File: config.mk
export PLATFORM = sky130hd
export DESIGN_NAME = vfifo_mc_sc
export DESIGN_NICKNAME = d
export VERILOG_FILES = /design/src/rtl/vfifo_mc_sc.sv
export SDC_FILE = /design/constraint.sdc
export NUM_CORES = 1
export LEC_CHECK = 0
export CAP_MARGIN = 20
export CORE_MARGIN = 5
export CORE_UTILIZATION = 62
export CTS_BUF_LIST = sky130_fd_sc_hd__clkbuf_4 sky130_fd_sc_hd__clkbuf_8
export CTS_CLUSTER_DIAMETER = 200
export CTS_CLUSTER_SIZE = 20
export DETAILED_ROUTE_END_ITERATION = 6
export PLACE_DENSITY_LB_ADDON = 0.05
export SLEW_MARGIN = 20
export SYNTH_ARGS = -nofsm -noshare
export SYNTH_HDL_FRONTEND = slang
export SYNTH_SLANG_ARGS = --single-unit
File: constraint.sdc
create_clock -name clk -period 12.58 [get_ports clk]
set_input_delay 3.145 -clock clk [delete_from_list [all_inputs] [get_ports clk]]
set_output_delay 3.145 -clock clk [all_outputs]
set_load 0.02 [all_outputs]
File: src/rtl/vfifo_mc_sc.sv
`timescale 1ns/1ps
// Multi-channel single-clock FIFO: NCH independent queues share one dual-port RAM,
// each channel owning the fixed region {channel, pointer}.
module vfifo_mc_sc #(
    parameter int DATA_WIDTH = 8,
    parameter int ADDR_WIDTH = 4,
    parameter int CH_WIDTH   = 2
) (
    input  logic                       clk,
    input  logic                       rst,
    input  logic                       wr_en,
    input  logic [CH_WIDTH-1:0]        wr_ch,
    input  logic [DATA_WIDTH-1:0]      wr_d,
    output logic                       wr_err,
    input  logic                       rd_en,
    input  logic [CH_WIDTH-1:0]        rd_ch,
    output logic [DATA_WIDTH-1:0]      rd_q,
    output logic                       rd_valid,
    output logic                       rd_err,
    input  logic                       clr_en,
    input  logic [CH_WIDTH-1:0]        clr_ch,
    output logic [(1<<CH_WIDTH)-1:0]   full,
    output logic [(1<<CH_WIDTH)-1:0]   empty,
    input  logic [CH_WIDTH-1:0]        stat_ch,
    output logic [ADDR_WIDTH:0]        stat_cnt
);

    localparam int NCH   = 1 << CH_WIDTH;
    localparam int DEPTH = 1 << ADDR_WIDTH;
    localparam int CNT_W = ADDR_WIDTH + 1;
    localparam int MEM_D = 1 << (CH_WIDTH + ADDR_WIDTH);

    logic [DATA_WIDTH-1:0] r_mem [MEM_D];

    logic [CNT_W-1:0]      r_cnt    [NCH];
    logic [ADDR_WIDTH-1:0] r_wr_ptr [NCH];
    logic [ADDR_WIDTH-1:0] r_rd_ptr [NCH];
    logic [NCH-1:0]        r_full;
    logic [NCH-1:0]        r_empty;
    logic                  r_wr_err;
    logic                  r_rd_err;
    logic                  r_rd_valid;
    logic [DATA_WIDTH-1:0] r_rd_q;
    logic [CNT_W-1:0]      r_stat_cnt;

    logic [CNT_W-1:0]      w_cnt_nxt [NCH];
    logic [ADDR_WIDTH-1:0] w_wp_nxt  [NCH];
    logic [ADDR_WIDTH-1:0] w_rp_nxt  [NCH];
    logic [NCH-1:0]        w_clr_hit;
    logic [NCH-1:0]        w_wr_hit;
    logic [NCH-1:0]        w_rd_hit;
    logic                  w_wr_acc;
    logic                  w_rd_acc;

    // Acceptance looks only at registered flags, so it never depends on same-cycle traffic.
    assign w_clr_hit = clr_en ? (NCH'(1) << clr_ch) : '0;
    assign w_wr_acc  = wr_en & ~r_full[wr_ch]  & ~w_clr_hit[wr_ch];
    assign w_rd_acc  = rd_en & ~r_empty[rd_ch] & ~w_clr_hit[rd_ch];
    assign w_wr_hit  = w_wr_acc ? (NCH'(1) << wr_ch) : '0;
    assign w_rd_hit  = w_rd_acc ? (NCH'(1) << rd_ch) : '0;

    always_comb begin
        for (int c = 0; c < NCH; c++) begin
            w_cnt_nxt[c] = r_cnt[c];
            w_wp_nxt[c]  = r_wr_ptr[c];
            w_rp_nxt[c]  = r_rd_ptr[c];
            if (w_clr_hit[c]) begin
                w_cnt_nxt[c] = '0;
                w_wp_nxt[c]  = '0;
                w_rp_nxt[c]  = '0;
            end else begin
                if (w_wr_hit[c]) w_wp_nxt[c] = r_wr_ptr[c] + 1'b1;
                if (w_rd_hit[c]) w_rp_nxt[c] = r_rd_ptr[c] + 1'b1;
                case ({w_wr_hit[c], w_rd_hit[c]})
                    2'b10:   w_cnt_nxt[c] = r_cnt[c] + 1'b1;
                    2'b01:   w_cnt_nxt[c] = r_cnt[c] - 1'b1;
                    default: w_cnt_nxt[c] = r_cnt[c];
                endcase
            end
        end
    end

    // RAM carries data only; stale words are unreachable once pointers reset.
    always_ff @(posedge clk) begin
        if (w_wr_acc && !rst) r_mem[{wr_ch, r_wr_ptr[wr_ch]}] <= wr_d;
    end

    always_ff @(posedge clk) begin
        if (rst) begin
            for (int c = 0; c < NCH; c++) begin
                r_cnt[c]    <= '0;
                r_wr_ptr[c] <= '0;
                r_rd_ptr[c] <= '0;
            end
            r_full     <= '0;
            r_empty    <= '1;
            r_wr_err   <= 1'b0;
            r_rd_err   <= 1'b0;
            r_rd_valid <= 1'b0;
            r_rd_q     <= '0;
            r_stat_cnt <= '0;
        end else begin
            for (int c = 0; c < NCH; c++) begin
                r_cnt[c]    <= w_cnt_nxt[c];
                r_wr_ptr[c] <= w_wp_nxt[c];
                r_rd_ptr[c] <= w_rp_nxt[c];
                r_full[c]   <= (w_cnt_nxt[c] == CNT_W'(DEPTH));
                r_empty[c]  <= (w_cnt_nxt[c] == '0);
            end
            r_wr_err   <= wr_en & r_full[wr_ch]  & ~w_clr_hit[wr_ch];
            r_rd_err   <= rd_en & r_empty[rd_ch] & ~w_clr_hit[rd_ch];
            r_rd_valid <= w_rd_acc;
            if (w_rd_acc) r_rd_q <= r_mem[{rd_ch, r_rd_ptr[rd_ch]}];
            r_stat_cnt <= r_cnt[stat_ch];
        end
    end

    assign wr_err   = r_wr_err;
    assign rd_err   = r_rd_err;
    assign rd_valid = r_rd_valid;
    assign rd_q     = r_rd_q;
    assign full     = r_full;
    assign empty    = r_empty;
    assign stat_cnt = r_stat_cnt;

endmodule

## Word level (Yosys, flattened, before mapping)

Memory sizes are Yosys's and may differ from the RTL's. A register that Yosys moved wholly into a read port is not among the register bits.
Index checks and enable logic that the tools add are counted.

| operators by class | value |
|---|---|
| add/sub/neg operators | 16 |
| $lt $le $gt $ge | 2 |
| eq/ne operators | 12 |
| shift operators | 3 |
| mux-type cells | 52 |
| bitwise gates (word level) | 24 |
| reductions and logical operators | 6 |

Operator list:

| cell | number |
|---|---|
| two-way mux 4 bit | 27 |
| two-way mux 5 bit | 8 |
| case mux 5 bit (2 select lines) | 4 |
| adder 4 x 1 -> 4 bit (second input constant) | 8 |
| adder 5 x 1 -> 5 bit (second input constant) | 4 |
| equality test 5 bit (second input constant) | 4 |
| zero test 5 bit | 4 |
| subtractor 5 x 1 -> 5 bit (second input constant) | 4 |
| bitwise OR 1 bit | 12 |
| left shift 1 x 2 -> 4 bit (first input constant) | 3 |
| two-way mux 1 bit | 9 |
| bitwise AND 1 bit | 8 |
| binary-select mux 1 bit (select 2 bit) | 4 |
| equality test 2 x 1 -> 1 bit (second input constant) | 4 |
| equality test 2 bit (second input constant) | 4 |
| < comparator 2 x 3 -> 1 bit (second input constant) | 2 |
| inverter 1 bit | 4 |
| logical AND 1 bit | 1 |
| zero test 1 bit | 1 |

| word-level totals | value |
|---|---|
| flip-flop bits (word level) | 11 |
| bits in writable memories | 564 |
| bits of input ports | 21 |
| output and inout bits | 24 |
| memories | 4 |

Memory list:

| name | depth | width | rd ports | clocked after memory_dff | write ports | line | text |
|---|---|---|---|---|---|---|---|
| r_mem | 64 | 8 | 1 | 1 | 1 | 33 | `logic [DATA_WIDTH-1:0] r_mem [MEM_D];` |
| r_cnt | 4 | 5 | 5 | 1 | 4 | 35 | `logic [CNT_W-1:0] r_cnt [NCH];` |
| r_rd_ptr | 4 | 4 | 5 | 0 | 4 | 37 | `logic [ADDR_WIDTH-1:0] r_rd_ptr [NCH];` |
| r_wr_ptr | 4 | 4 | 5 | 0 | 4 | 36 | `logic [ADDR_WIDTH-1:0] r_wr_ptr [NCH];` |

## Depth between registers and ports, before layout

Gate-level depths: netlist of the first run.

| logic depth | value |
|---|---|
| word-level depth | 11 |
| depth in mapped cells | 16 |
| gate-level depth less buffers | 14 |

## Worst setup path before layout of the first run

No wires, ideal clock.

| path | value |
|---|---|
| path kind | input -> register |
| start point | in rd_ch[0] |
| end point | reg r_empty[0] (netlist: empty[0]) |
| library setup time | 127 ps |
| data arrival time | 6,434 ps |
| slack | 6,019 ps |
| cell stages on the path | 15 |
| cell sequence | buf_6 mux4_2 a311o_2 buf_2 nor3_1 ha_1 clkbuf_1 xor2_1 ha_1 a21oi_1 xor2_1 nor2_1 xnor2_1 a31oi_1 a21oi_1 |

| between the ends | value |
|---|---|
| cells in the longest elaborated chain, start to end | 10 |
| elaborated cells between the ends (all ways) | 15 |
| those cells by class | eq/ne: 2; shift: 1; mux: 7; bitwise: 4; reduce/logical: 1 |

RTL lines:

| element | line | text |
|---|---|---|
| start, declared | 16 | `input logic [CH_WIDTH-1:0] rd_ch,` |
| binary-select mux 1 bit (select 2 bit) | 58 | `assign w_rd_acc = rd_en & ~r_empty[rd_ch] & ~w_clr_hit[rd_ch];` |
| two-way mux 1 bit (not written as such) | 58 |  |
| inverter 1 bit | 58 |  |
| bitwise AND 1 bit (2 in a row) | 58 |  |
| two-way mux 4 bit (*) | 60 | `assign w_rd_hit = w_rd_acc ? (NCH'(1) << rd_ch) : '0;` |
| equality test 2 x 1 -> 1 bit or equality test 2 bit (tied branches) | 74 | `case ({w_wr_hit[c], w_rd_hit[c]})` |
| case mux 5 bit (2 select lines) (*) | 74 |  |
| two-way mux 5 bit (*) | 67 | `if (w_clr_hit[c]) begin` |
| zero test 5 bit (*) | 108 | `r_empty[c] <= (w_cnt_nxt[c] == '0);` |
| end signal, assigned by index | 108 |  |
| end, declared | 39 | `logic [NCH-1:0] r_empty;` |

Every way passes the cells marked *; elsewhere a longest branch is shown, timed or not. The select of a mux whose other input is x is not followed.
A chain may end at the register's enable or synchronous reset.

## Worst setup path in the final report of the first run

| path | value |
|---|---|
| start point | in rd_ch[0] |
| end point | reg r_full[2] (netlist: full[2]) |

| between the ends | value |
|---|---|
| cells in the longest elaborated chain, start to end | 10 |
| elaborated cells between the ends (all ways) | 15 |
| those cells by class | eq/ne: 3; shift: 1; mux: 7; bitwise: 4 |

RTL lines:

| element | line | text |
|---|---|---|
| binary-select mux 1 bit (select 2 bit) | 58 |  |
| two-way mux 1 bit (not written as such) | 58 |  |
| inverter 1 bit | 58 |  |
| bitwise AND 1 bit (2 in a row) | 58 |  |
| two-way mux 4 bit (*) | 60 |  |
| equality test 2 x 1 -> 1 bit or equality test 2 bit (tied branches) | 74 |  |
| case mux 5 bit (2 select lines) (*) | 74 |  |
| two-way mux 5 bit (*) | 67 |  |
| equality test 5 bit (*) | 107 | `r_full[c] <= (w_cnt_nxt[c] == CNT_W'(DEPTH));` |
| end signal, assigned by index | 107 |  |
| end, declared | 38 | `logic [NCH-1:0] r_full;` |

Marks and branches as above.

==> flow_summary.yaml, run 1 <==
grt:
  antenna_found_initial: 0
  grt_pass1_vias: 13400
  grt_pass1_wl_mm: 84.4
  grt_start_max_net_pins: 66
  grt-ovfl-total: 0
  grt_use_total_pct: 25.7
cts:
  cts_buffers: 35
  clkSinkCount: 588
  cts_post_setup_buffers_inserted: 0
  cts_tree: "yes"
  htree_levels: 2
  clock_path_buffers: 3
  hold_buffers: 0
  clk_latency_ps: 630
  cts.reportedPaths.clkPinSlew_ps: 130
  cts_resized: 0
  cts_root_buf: "clkbuf_8"
synth:
  ys.warnings.count: 0
  seq_area_frac_synth_pct: 69.3
  synth.largest_area_cell: "edfxtp_1"
  syn_inst: 1589
  synth_ff_type: "edfxtp_1"
  synth-seq-cells: 588
  synth-edff-count: 512
  syn_area_um2: 24400
  synth_nets: 1627
  synth_cell_types: 64
  synth_top_area_share_pct: 63.0
  async_flop_share_pct: 0
  ys_top_cells_by_area: "edfxtp_1, mux2i_1, dfxtp_1, mux4_2, a22oi_1"
  avgSynthCellArea_um2: 15.4
route:
  via_count: 13600
  postRouteAntennaNets: 0
  drt-wirelength-per-cell_um: 26.4
  drt_iter0_markers: 1399
  viasPerCell: 6.36
  first_pass_iters: 5
  wirelength_mm: 56.3
  drc_errors: 0
place:
  place.port_buffers: 44
  dp_cells: 2079
  dpl.hpwl_mm: 36.8
  gp_congestion: 0.904
  pre_cts_slack_ps: 4220
floorplanning:
  num_rows: 72
  die_w_um: 208
  initial_core_util_pct: 62.8
  dieArea_um2: 43400
  pin_count: 45
  die-height_um: 208
  coreArea_um2: 38800
setup_path:
  slowest_stage: "clkdlybuf4s50_1"
  setup.worst_path.end_class: "flip-flop"
  crit_type: "input port to flip-flop"
  arrival_ps: 7940
  worstPathCellList: "clkdlybuf4s50_1 -> mux4_2 -> a311oi_4 -> o211ai_1 -> xnor2_1 -> ha_1 -> a21oi_1 -> nand2_1 -> a2111oi_2 -> a211oi_1 -> a211oi_2 -> o2111ai_1 -> a2111oi_2"
  path_buf_inv: 1
  worstPathRequired_ps: 13130
  crit_top_cell: "a2111oi_2"
  start_kind: "input port"
  cpPeakStageDelay_ps: 970
  cpLargestDelayFamily: "compound AO/OA/AOI/OAI gates"
  critPathMaxFanout: 16
final_layout:
  nets: 1636
  fin_cells: 2135
  area_growth_pct: 6.08
  drive_above_1_share_pct: 9.71
  fill_cells: 2727
  diodes: 0
sta:
  final.setup_skew_ps: 46.6
  finalSetupViolations: 0
  hold_violations: 0
  slew_viol_final: 0
  holdWs_ps: 519
  finalSetupTns_ps: 0
  relSlewSlack_pct: 28.5
  finalWorstSetupSlack_ps: 5180
  rsz0062_at_grt: "no"
  fmax_mhz: 135
  tightest_slew_ps: 1070
  final.period_utilization_pct: 58.8
  post-route-min-period_ps: 7400
power_and_ir_drop:
  irDropWorstVdd_mv: 0.124
  leakage_nw: 7.78
  p_per_area_nw_per_um2: 122
worst_hold_path:
  min-delay-path-class: "flip-flop to flip-flop"
status:
  outcome: "finished clean"
job:
  drv_cap: 0
[cells by family after synthesis]
| logic type | after synthesis | share of synthesized area (%) |
|---|---|---|
| XOR/XNOR | 40 | 1.44 |
| buffers and inverters | 110 | 1.94 |
| AO/OA/AOI/OAI | 225 | 6.48 |
| flip-flops | 588 | 69.3 |
| multiplexers | 252 | 13.2 |
| AND/OR/NAND/NOR | 357 | 6.83 |
| adder cells (fa/ha/maj) | 17 | 0.872 |
[worst reg2reg max path, stage by stage, from the launching register on]
cell and delay [ps]:
dfxtp_1 360, mux4_2 520, a311oi_4 750, o211ai_1 370, xnor2_1 220, ha_1 250
a21oi_1 250, nand2_1 120, a2111oi_2 350, a211oi_1 100, a211oi_2 190, o2111ai_1 210
a2111oi_2 360
[cell usage in the layout (no fill, tap or decap), types with 7 or more instances in the layout]
cell               n
nand3_1           15
nor2b_1           15
dfxtp_1           76
mux4_2            53
a221oi_1           8
a22oi_1           69
inv_1             20
a21oi_1           67
nor4_1             7
a211oi_1          12
mux2i_1          195
clkdlybuf4s50_1   36
and2_1            16
nor2_1           137
clkbuf_8          37
nand4_1           23
o21ai_0           19
xor2_1            22
nor3_1            12
edfxtp_1         512
ha_1              17
buf_4             21
xnor2_1           18
nand2_1           89
a31oi_1           10
nand2b_1          12
clkbuf_4          18
[stage by stage]
stage / area [µm²] / power, mW / util (%)
after global routing: 25900 / 3.25 / 66.6
after floorplan: 24400 / 2.23 / -
after global placement: 25200 / 2.30 / 64.9
after CTS: 25900 / 3.17 / 66.6
after detailed placement: 25200 / 2.30 / 64.9
final: 25900 / 3.16 / 66.6
[sequential cells by signal, indices dropped and copies added (netlist names)]
| name | count |
|---|---|
| r_rd_ptr | 16 |
| rd_err | 1 |
| full | 4 |
| rd_q | 8 |
| r_mem | 512 |
| rd_valid | 1 |
| empty | 4 |
| wr_err | 1 |
| stat_cnt | 5 |
| r_cnt | 20 |
| r_wr_ptr | 16 |
[path summary, 6_finish.rpt]
| kind | start | endpoint | slack (ps) | cells past startpoint |
|---|---|---|---|---|
| setup / recovery | rd_ch[0] | full[2] | 5180 | 13 |
| hold / removal | r_wr_ptr[1][1] | r_wr_ptr[1][1] | 520 | 2 |
| setup reg to reg | empty[0] | full[2] | 8440 | 12 |
| hold reg to reg | r_wr_ptr[1][1] | r_wr_ptr[1][1] | 520 | 2 |
[cell type report]
class / count / area, µm² / area share [%]
timing repair buffer: 62 / 543 / 2.10
inverter: 20 / 75.1 / 0.290
clock buffer: 55 / 644 / 2.49
sequential: 588 / 16900 / 65.3
multi-input combinational: 891 / 7050 / 27.3
tap: 518 / 648 / 2.50
clock inverter: 1 / 16.3 / 0.0629
[metal layers]
| metal | track usage [%] | wire, µm |
|---|---|---|
| met1 | 37.3 | 24100 |
| met2 | 40.3 | 26800 |
| met3 | 5.90 | 4060 |
| met4 | 6.00 | 1320 |
| met5 | 0 | 0 |
[where the power goes]
part	switching, mW	total (mW)	internal [mW]
logic	0.0875	0.125	0.0375
registers	0.00775	2.13	2.12
clock network	0.570	0.900	0.330
[synth_stat cells, drive strengths merged, types with 17 or more instances]
master    n
mux2i   195
o21ai    19
buf      40
a21oi    67
clkbuf   50
inv      20
nor2b    18
nand2    89
nand4    23
xor2     22
a22oi    69
nor2    138
xnor2    18
mux4     55
dfxtp    76
ha       17
edfxtp  512
No activity file was read; power rests on OpenSTA's default activity.
==> inputs of run 2 (changes only) <==
clock period = 6.9 ns   (was 12.58 ns; I/O delays follow)
==> run 2 against run 1 <==
  * Register-to-register slack got worse by 5400 ps
  * Worst setup slack got worse by 3600 ps
  * Critical path depth unchanged
  * Die area unchanged
  * Design area increased by 0.49%
==> flow_summary.yaml, run 2 (synthesis results as in run 1) <==
grt:
  grt_pass1_wl_mm: 82.8
  antenna_found_initial: 0
  grt_use_total_pct: 25.2
  grt_start_max_net_pins: 65
  grt_pass1_vias: 13200
  grt-ovfl-total: 0
cts:
  cts_tree: "yes"
  cts_buffers: 35
  clk_latency_ps: 640
  cts_root_buf: "clkbuf_8"
  htree_levels: 2
  clkSinkCount: 588
  cts.reportedPaths.clkPinSlew_ps: 130
  cts_post_setup_buffers_inserted: 0
  hold_buffers: 0
  clock_path_buffers: 3
  cts_resized: 0
sta:
  final.setup_skew_ps: 39.0
  rsz0062_at_grt: "no"
  relSlewSlack_pct: 30.9
  post-route-min-period_ps: 5350
  slew_viol_final: 0
  finalWorstSetupSlack_ps: 1550
  fmax_mhz: 187
  finalSetupTns_ps: 0
  holdWs_ps: 509
  final.period_utilization_pct: 77.6
  hold_violations: 0
  finalSetupViolations: 0
  tightest_slew_ps: 1040
route:
  wl_met1_mm: 23.3
  drt-wirelength-per-cell_um: 25.6
  wl_met2_mm: 25.9
  drc_errors: 0
  viasPerCell: 6.34
  via_count: 13600
  highest_layer: "met4"
  postRouteAntennaNets: 0
  drt_iter0_markers: 1504
  first_pass_iters: 6
  route.met3.wl_mm: 4.22
  wirelength_mm: 55.1
setup_path:
  setup.worst_path.end_class: "flip-flop"
  critPathMaxFanout: 17
  worstPathRequired_ps: 7450
  slowest_stage: "mux4_2"
  arrival_ps: 5910
  worstPathCellList: "clkdlybuf4s50_1 -> buf_4 -> mux4_2 -> a311o_2 -> nor2_1 -> ha_1 -> inv_1 -> nand2_1 -> a2111oi_2 -> a211oi_1 -> a211oi_2 -> o2111ai_1 -> a2111oi_2"
  crit_top_cell: "a2111oi_2"
  crit_type: "input port to flip-flop"
  cpPeakStageDelay_ps: 570
  start_kind: "input port"
floorplanning:
  die-height_um: 208
  num_rows: 72
  pin_count: 45
  dieArea_um2: 43400
  die_w_um: 208
  initial_core_util_pct: 62.8
  coreArea_um2: 38800
place:
  place.port_buffers: 44
  gp_congestion: 0.943
  pre_cts_slack_ps: 900
  dpl.hpwl_mm: 36.2
final_layout:
  diodes: 0
  final_common_cell: "edfxtp_1"
  most-common-layout-cells: "edfxtp_1, mux2i_1, nor2_1"
  drive_above_1_share_pct: 10.5
  nets: 1645
  area_growth_pct: 6.60
  largest_reg_flops: 512
status:
  outcome: "finished clean"
power_and_ir_drop:
  leakage_nw: 7.85
  irDropWorstVdd_mv: 0.233
  p_per_area_nw_per_um2: 222
worst_hold_path:
  min-delay-path-class: "flip-flop to flip-flop"
job:
  drv_cap: 0
run 2: cell types whose count changed in the layout (fill, tap and decap cells not counted):
cell	before	now
a311oi_2	0	1
clkbuf_4	18	25
clkinvlp_4	0	1
buf_4	21	27
buf_12	0	3
clkbuf_8	37	35
a311oi_4	2	1
run 2: power breakdown:
group	internal (mW)	leakage, nW	switching [mW]	total [mW]
Sequential	3.87	5.22	0.0129	3.88
Combinational	0.0702	2.26	0.156	0.226
Clock	0.623	0.374	1.04	1.66
run 2: metal layers:
layer	GRT usage, %	vias up
met3	4.62	93
met5	0	-
met4	8.13	0
met2	39.2	527
met1	36.9	6862
li1	-	6155
run 2: area by class of cell:
cell class	instances	area [µm²]
Clock buffer	60	669
Clock inverter	2	23.8
Fill cell	2703	12800
Inverter	20	75.1
Multi-Input combinational cell	891	7040
Sequential cell	588	16900
Tap cell	518	648
Timing Repair Buffer	71	648
run 2: worst paths after layout:
| path | depth (start not counted) | startpoint | slack, ps | end |
|---|---|---|---|---|
| max reg2reg | 11 | empty[0] | 3040 | full[2] |
| max | 13 | rd_ch[0] | 1550 | full[2] |
| min reg2reg | 2 | r_wr_ptr[2][1] | 510 | r_wr_ptr[2][1] |
| min | 2 | r_wr_ptr[2][1] | 510 | r_wr_ptr[2][1] |
run 2: per-stage QoR:
stage / util [%] / cell area [µm²] / power, mW / std cells
after floorplan: - / 24400 / 4.07 / 1589
after global placement: 65.1 / 25300 / 4.18 / 2088
after detailed placement: 65.1 / 25300 / 4.19 / 2088
after CTS: 66.9 / 26000 / 5.81 / 2150
after global routing: 67.0 / 26000 / 5.97 / 2150
final: 67.0 / 26000 / 5.77 / 2150
run 2: worst max-delay path, delay by kind of cell:
| family | cells | cell delay, ps |
|---|---|---|
| AOI/OAI and AO/OA | 6 | 1840 |
| muxes | 1 | 570 |
| buffers and inverters | 3 | 860 |
| adders and majority gates | 1 | 450 |
| and+or+nand+nor | 2 | 450 |
